File: src/rtl/fp_operand_loader.sv
`default_nettype none
// fp_operand_loader: deserialises two MSB-first operands and an opcode into a valid/ready bundle.
// Optional FP_OPERAND_CLASSIFY_EN adds registered IEEE-754 single-precision class codes.
module fp_operand_loader #(
  parameter int BYTE_W = 8,
  parameter int OP_W   = 32
) (
  input  logic              clk,
  input  logic              rst_n,
  input  logic [BYTE_W-1:0] in,
  input  logic [1:0]        opcode,
  input  logic              start,
  input  logic              op_ready,
  output logic [OP_W-1:0]   op_a,
  output logic [OP_W-1:0]   op_b,
  output logic [1:0]        op_code,
  output logic              op_valid,
  output logic              busy,
  output logic [3:0]        state_out
`ifdef FP_OPERAND_CLASSIFY_EN
  ,
  output logic [2:0]        class_a,
  output logic [2:0]        class_b
`endif
);

  localparam int NBYTES = OP_W / BYTE_W;
  localparam int CNT_W  = (NBYTES > 1) ? $clog2(NBYTES) : 1;
  localparam logic [CNT_W-1:0] LAST = CNT_W'(NBYTES - 1);

  localparam logic [1:0] S_IDLE   = 2'd0;
  localparam logic [1:0] S_LOAD_A = 2'd1;
  localparam logic [1:0] S_LOAD_B = 2'd2;
  localparam logic [1:0] S_HOLD   = 2'd3;

  logic [1:0]       state;
  logic [CNT_W-1:0] cnt;
  logic [CNT_W-1:0] slot;

  // Byte 0 lands in the most-significant slot.
  assign slot      = LAST - cnt;
  assign busy      = (state != S_IDLE);
  assign state_out = {2'b00, state};

  always_ff @(posedge clk or negedge rst_n) begin
    if (!rst_n) begin
      state    <= S_IDLE;
      cnt      <= '0;
      op_a     <= '0;
      op_b     <= '0;
      op_code  <= '0;
      op_valid <= 1'b0;
    end else begin
      case (state)
        S_IDLE: begin
          if (start) begin
            op_a[OP_W-1 -: BYTE_W] <= in;
            op_code                <= opcode;
            cnt                    <= CNT_W'(1);
            state                  <= S_LOAD_A;
          end
        end
        S_LOAD_A: begin
          op_a[int'(slot)*BYTE_W +: BYTE_W] <= in;
          if (cnt == LAST) begin
            cnt   <= '0;
            state <= S_LOAD_B;
          end else begin
            cnt <= cnt + CNT_W'(1);
          end
        end
        S_LOAD_B: begin
          op_b[int'(slot)*BYTE_W +: BYTE_W] <= in;
          if (cnt == LAST) begin
            cnt      <= '0;
            op_valid <= 1'b1;
            state    <= S_HOLD;
          end else begin
            cnt <= cnt + CNT_W'(1);
          end
        end
        S_HOLD: begin
          if (op_valid && op_ready) begin
            op_valid <= 1'b0;
            state    <= S_IDLE;
          end
        end
        default: state <= S_IDLE;
      endcase
    end
  end

`ifdef FP_OPERAND_CLASSIFY_EN
  localparam int EXP_W = 8;
  localparam int MAN_W = OP_W - 1 - EXP_W;

  // Sign bit is excluded from the argument; class does not depend on it.
  function automatic logic [2:0] classify(input logic [OP_W-2:0] x);
    logic [EXP_W-1:0] e;
    logic [MAN_W-1:0] m;
    e = x[OP_W-2 -: EXP_W];
    m = x[MAN_W-1:0];
    if (e == '0)
      classify = (m == '0) ? 3'd0 : 3'd1;
    else if (e == '1)
      classify = (m == '0) ? 3'd3 : (m[MAN_W-1] ? 3'd4 : 3'd5);
    else
      classify = 3'd2;
  endfunction

  logic [OP_W-1:0] b_final;
  assign b_final = {op_b[OP_W-1:BYTE_W], in};

  always_ff @(posedge clk or negedge rst_n) begin
    if (!rst_n) begin
      class_a <= 3'd0;
      class_b <= 3'd0;
    end else if (state == S_LOAD_B && cnt == LAST) begin
      class_a <= classify(op_a[OP_W-2:0]);
      class_b <= classify(b_final[OP_W-2:0]);
    end
  end
`endif

endmodule
`default_nettype wire

File: config.mk
export PLATFORM = sky130hd
export DESIGN_NAME = fp_operand_loader
export DESIGN_NICKNAME = d
export VERILOG_FILES = /design/src/rtl/fp_operand_loader.sv
export SDC_FILE = /design/constraint.sdc
export NUM_CORES = 1
export LEC_CHECK = 0
export BUFFER_PORTS_ARGS = -buffer_cell sky130_fd_sc_hd__buf_4
export CAP_MARGIN = 20
export CORE_ASPECT_RATIO = 0.7
export CORE_UTILIZATION = 50
export CTS_CLUSTER_SIZE = 12
export DETAILED_ROUTE_END_ITERATION = 12
export PLACE_DENSITY_LB_ADDON = 0.12
export SLEW_MARGIN = 40
export SYNTH_ARGS = -nofsm -noshare
export SYNTH_HDL_FRONTEND = slang
export SYNTH_SLANG_ARGS = --single-unit
File: constraint.sdc
create_clock -name clk -period 2.22 [get_ports clk]
set_input_delay 0.444 -clock clk [delete_from_list [all_inputs] [get_ports clk]]
set_output_delay 0.444 -clock clk [all_outputs]
set_load 0.005 [all_outputs]
==> impl_metrics.tcl <==
set metrics [dict create \
    row_count 23 \
    numCtsBuffers 9 \
    ys_warn_count 0 \
    worst-setup-path-type "reg2reg" \
    cp_max_fo 9 \
    worst_slack_ps 345 \
    post-cts-setup-buffers 0 \
    cp-start-kind "register" \
    syn-cell-area_um2 2970 \
    irDropWorstVdd_uv 771 \
    hold_viol_final 0 \
    first_pass_iters 4 \
    avgSynthCellArea_um2 10.6 \
    yosysSeqAreaShare_pct 59.8 \
    clk_transition_reported_paths_ps 70 \
    cts_resized 0 \
    cts.sinks 71 \
    drive_gt1_share_pct 32.0 \
    synth.distinct_cells 33 \
    cts_tree "done" \
    synth-edff-count 0 \
    worstMarginPinSlew_ps 545 \
    start_util_pct 51.9 \
    drv_slew 0 \
    clockBufferDepth 2 \
    leakage_nw 1.87 \
    endpoint_kind "register" \
    drc 0 \
    ys_ff_latch 71 \
    track_usage_pct 23.6 \
    yosys.area.top_type_share_pct 59.8 \
    timing.final.crit_share_pct 84.5 \
    gp_congestion 0.847 \
    final_cell_mix "buf_4, nand2_1, dfrtp_1" \
    synth_largest_area_cell "dfrtp_1" \
    cts_root_buf "clkbuf_8" \
    syn2layout_area_growth_pct 27.7 \
    setup_violations 0 \
    htree_levels 3 \
    grt_max_degree 45 \
    final_util_pct 66.3 \
    worstPathRequired_ps 2460 \
    viasPerCell 5.22 \
    antenna_left 0 \
    drt-initial-drc-count 96 \
    fin_crit_ps 1880 \
    dr_total_vias 2300 \
    core-area_um2 5730 \
    finalNetCount 385 \
    ios 86 \
    pre_cts_slack_ps 351 \
    synth.area.top_cells "dfrtp_1, nand2_1, o21ai_0, ha_1, a22o_2" \
    clk_latency_ps 340 \
    hold_buffers 0 \
    cp.arrival_ps 2110 \
    dieArea_um2 6260 \
    grt_remaining_overflow 0 \
    grt_pass1_vias 2173 \
    port_buffers 83 \
    grt_first_pass_wirelength_um 10700 \
    status "completed" \
    die_x_um 94.2 \
    setup_tns_ps 0 \
    power.density_nw_per_um2 1470 \
    fmax_ghz 0.533 \
    die_h_um 66.5 \
    max_cap_viol_count 0 \
    wl_um 6540 \
    synthCells 280 \
    synthArstFlopShare_pct 100 \
    min_path_type "in2async" \
    antenna_found_initial 0 \
    synthFlopType "dfrtp_1" \
    fin_skew_ps 7.89 \
    wl_per_cell_um 14.8 \
    slew_headroom_pct 63.7 \
    rsz0062_at_grt "no" \
    diodes 0 \
    final_common_cell "buf_4" \
    dpl.hpwl_um 4590 \
    r2r_cells 5 \
]
==> cell families after synthesis <==
group	Yosys count	share of synthesized area, %
AND/OR/NAND/NOR	99	14.4
AO/OA/AOI/OAI	75	16.0
flip-flops	71	59.8
buffers and inverters	21	4.25
adder cells (fa/ha/maj)	9	3.79
multiplexers	4	1.64
other	1	0.126
==> critical path, cell delays in order, from the launching register on <==
cell and delay [ps]:
dfrtp_1 530, inv_1 160, ha_1 390, nor3b_4 380
nand2_1 120, o21ai_0 200
==> worst paths after layout <==
kind / startpoint / endpoint / slack [ps]
worst min register to register: op_a[5] / op_a[5] / 480
worst max register to register: cnt[0] / op_a[12] / 340
max in group asynchronous: rst_n / op_b[17] / 1590
min in group clk: opcode[1] / op_code[1] / 340
worst min-delay path: rst_n / op_a[2] / 90
worst max-delay path: cnt[0] / op_a[12] / 340
==> per-layer routing <==
layer  global-route usage, %  up-vias  wire [µm]
met1                    32.9     1111       3040
met5                       0        -          0
met3                    10.4        4        458
met2                    34.1       71       3000
met4                    4.62        0         42
li1                        -     1114          -
==> metrics by stage <==
step | hold WS, ps | instance area (µm²) | std cells | power (mW)
2_1_floorplan | 148 | 2980 | 281 | 3.52
3_3_place_gp | 465 | 3620 | 426 | 4.59
3_5_place_dp | 470 | 3620 | 426 | 4.65
4_1_cts | 99.5 | 3800 | 441 | 5.62
5_1_grt | 116 | 3800 | 441 | 6.04
6_report | 93.1 | 3800 | 441 | 5.56
==> state kept, by name, indices dropped and copies added, names as in the netlist <==
name	count
cnt	2
op_b	32
op_valid	1
op_a	32
op_code	2
state	2
==> layout make-up <==
cell class	count	area [µm²]
clock inverter	4	47.5
inverter	6	22.5
clock buffer	11	131
tap	75	93.8
fill	460	1930
sequential	71	1780
timing repair buffer	85	651
multi-input combinational	189	1070
==> synthesized netlist by cell type, types with 2 or more instances <==
cell type and number:
nor2_1 3, buf_2 7, inv_1 6, buf_4 2
nand3_1 8, o2bb2ai_1 8, mux2_2 3, nand2_1 81
ha_1 9, buf_6 4, and3b_2 2, o21ai_0 43
a22o_2 8, o21ai_1 7, dfrtp_1 71
==> power breakdown <==
group	internal [mW]	switching [mW]	total, mW
Clock	0.510	0.450	0.960
Sequential	1.85	0.356	2.21
Combinational	1.25	1.14	2.39
Total	3.61	1.95	5.56
Note: power is estimated with default switching activity, not from simulation.
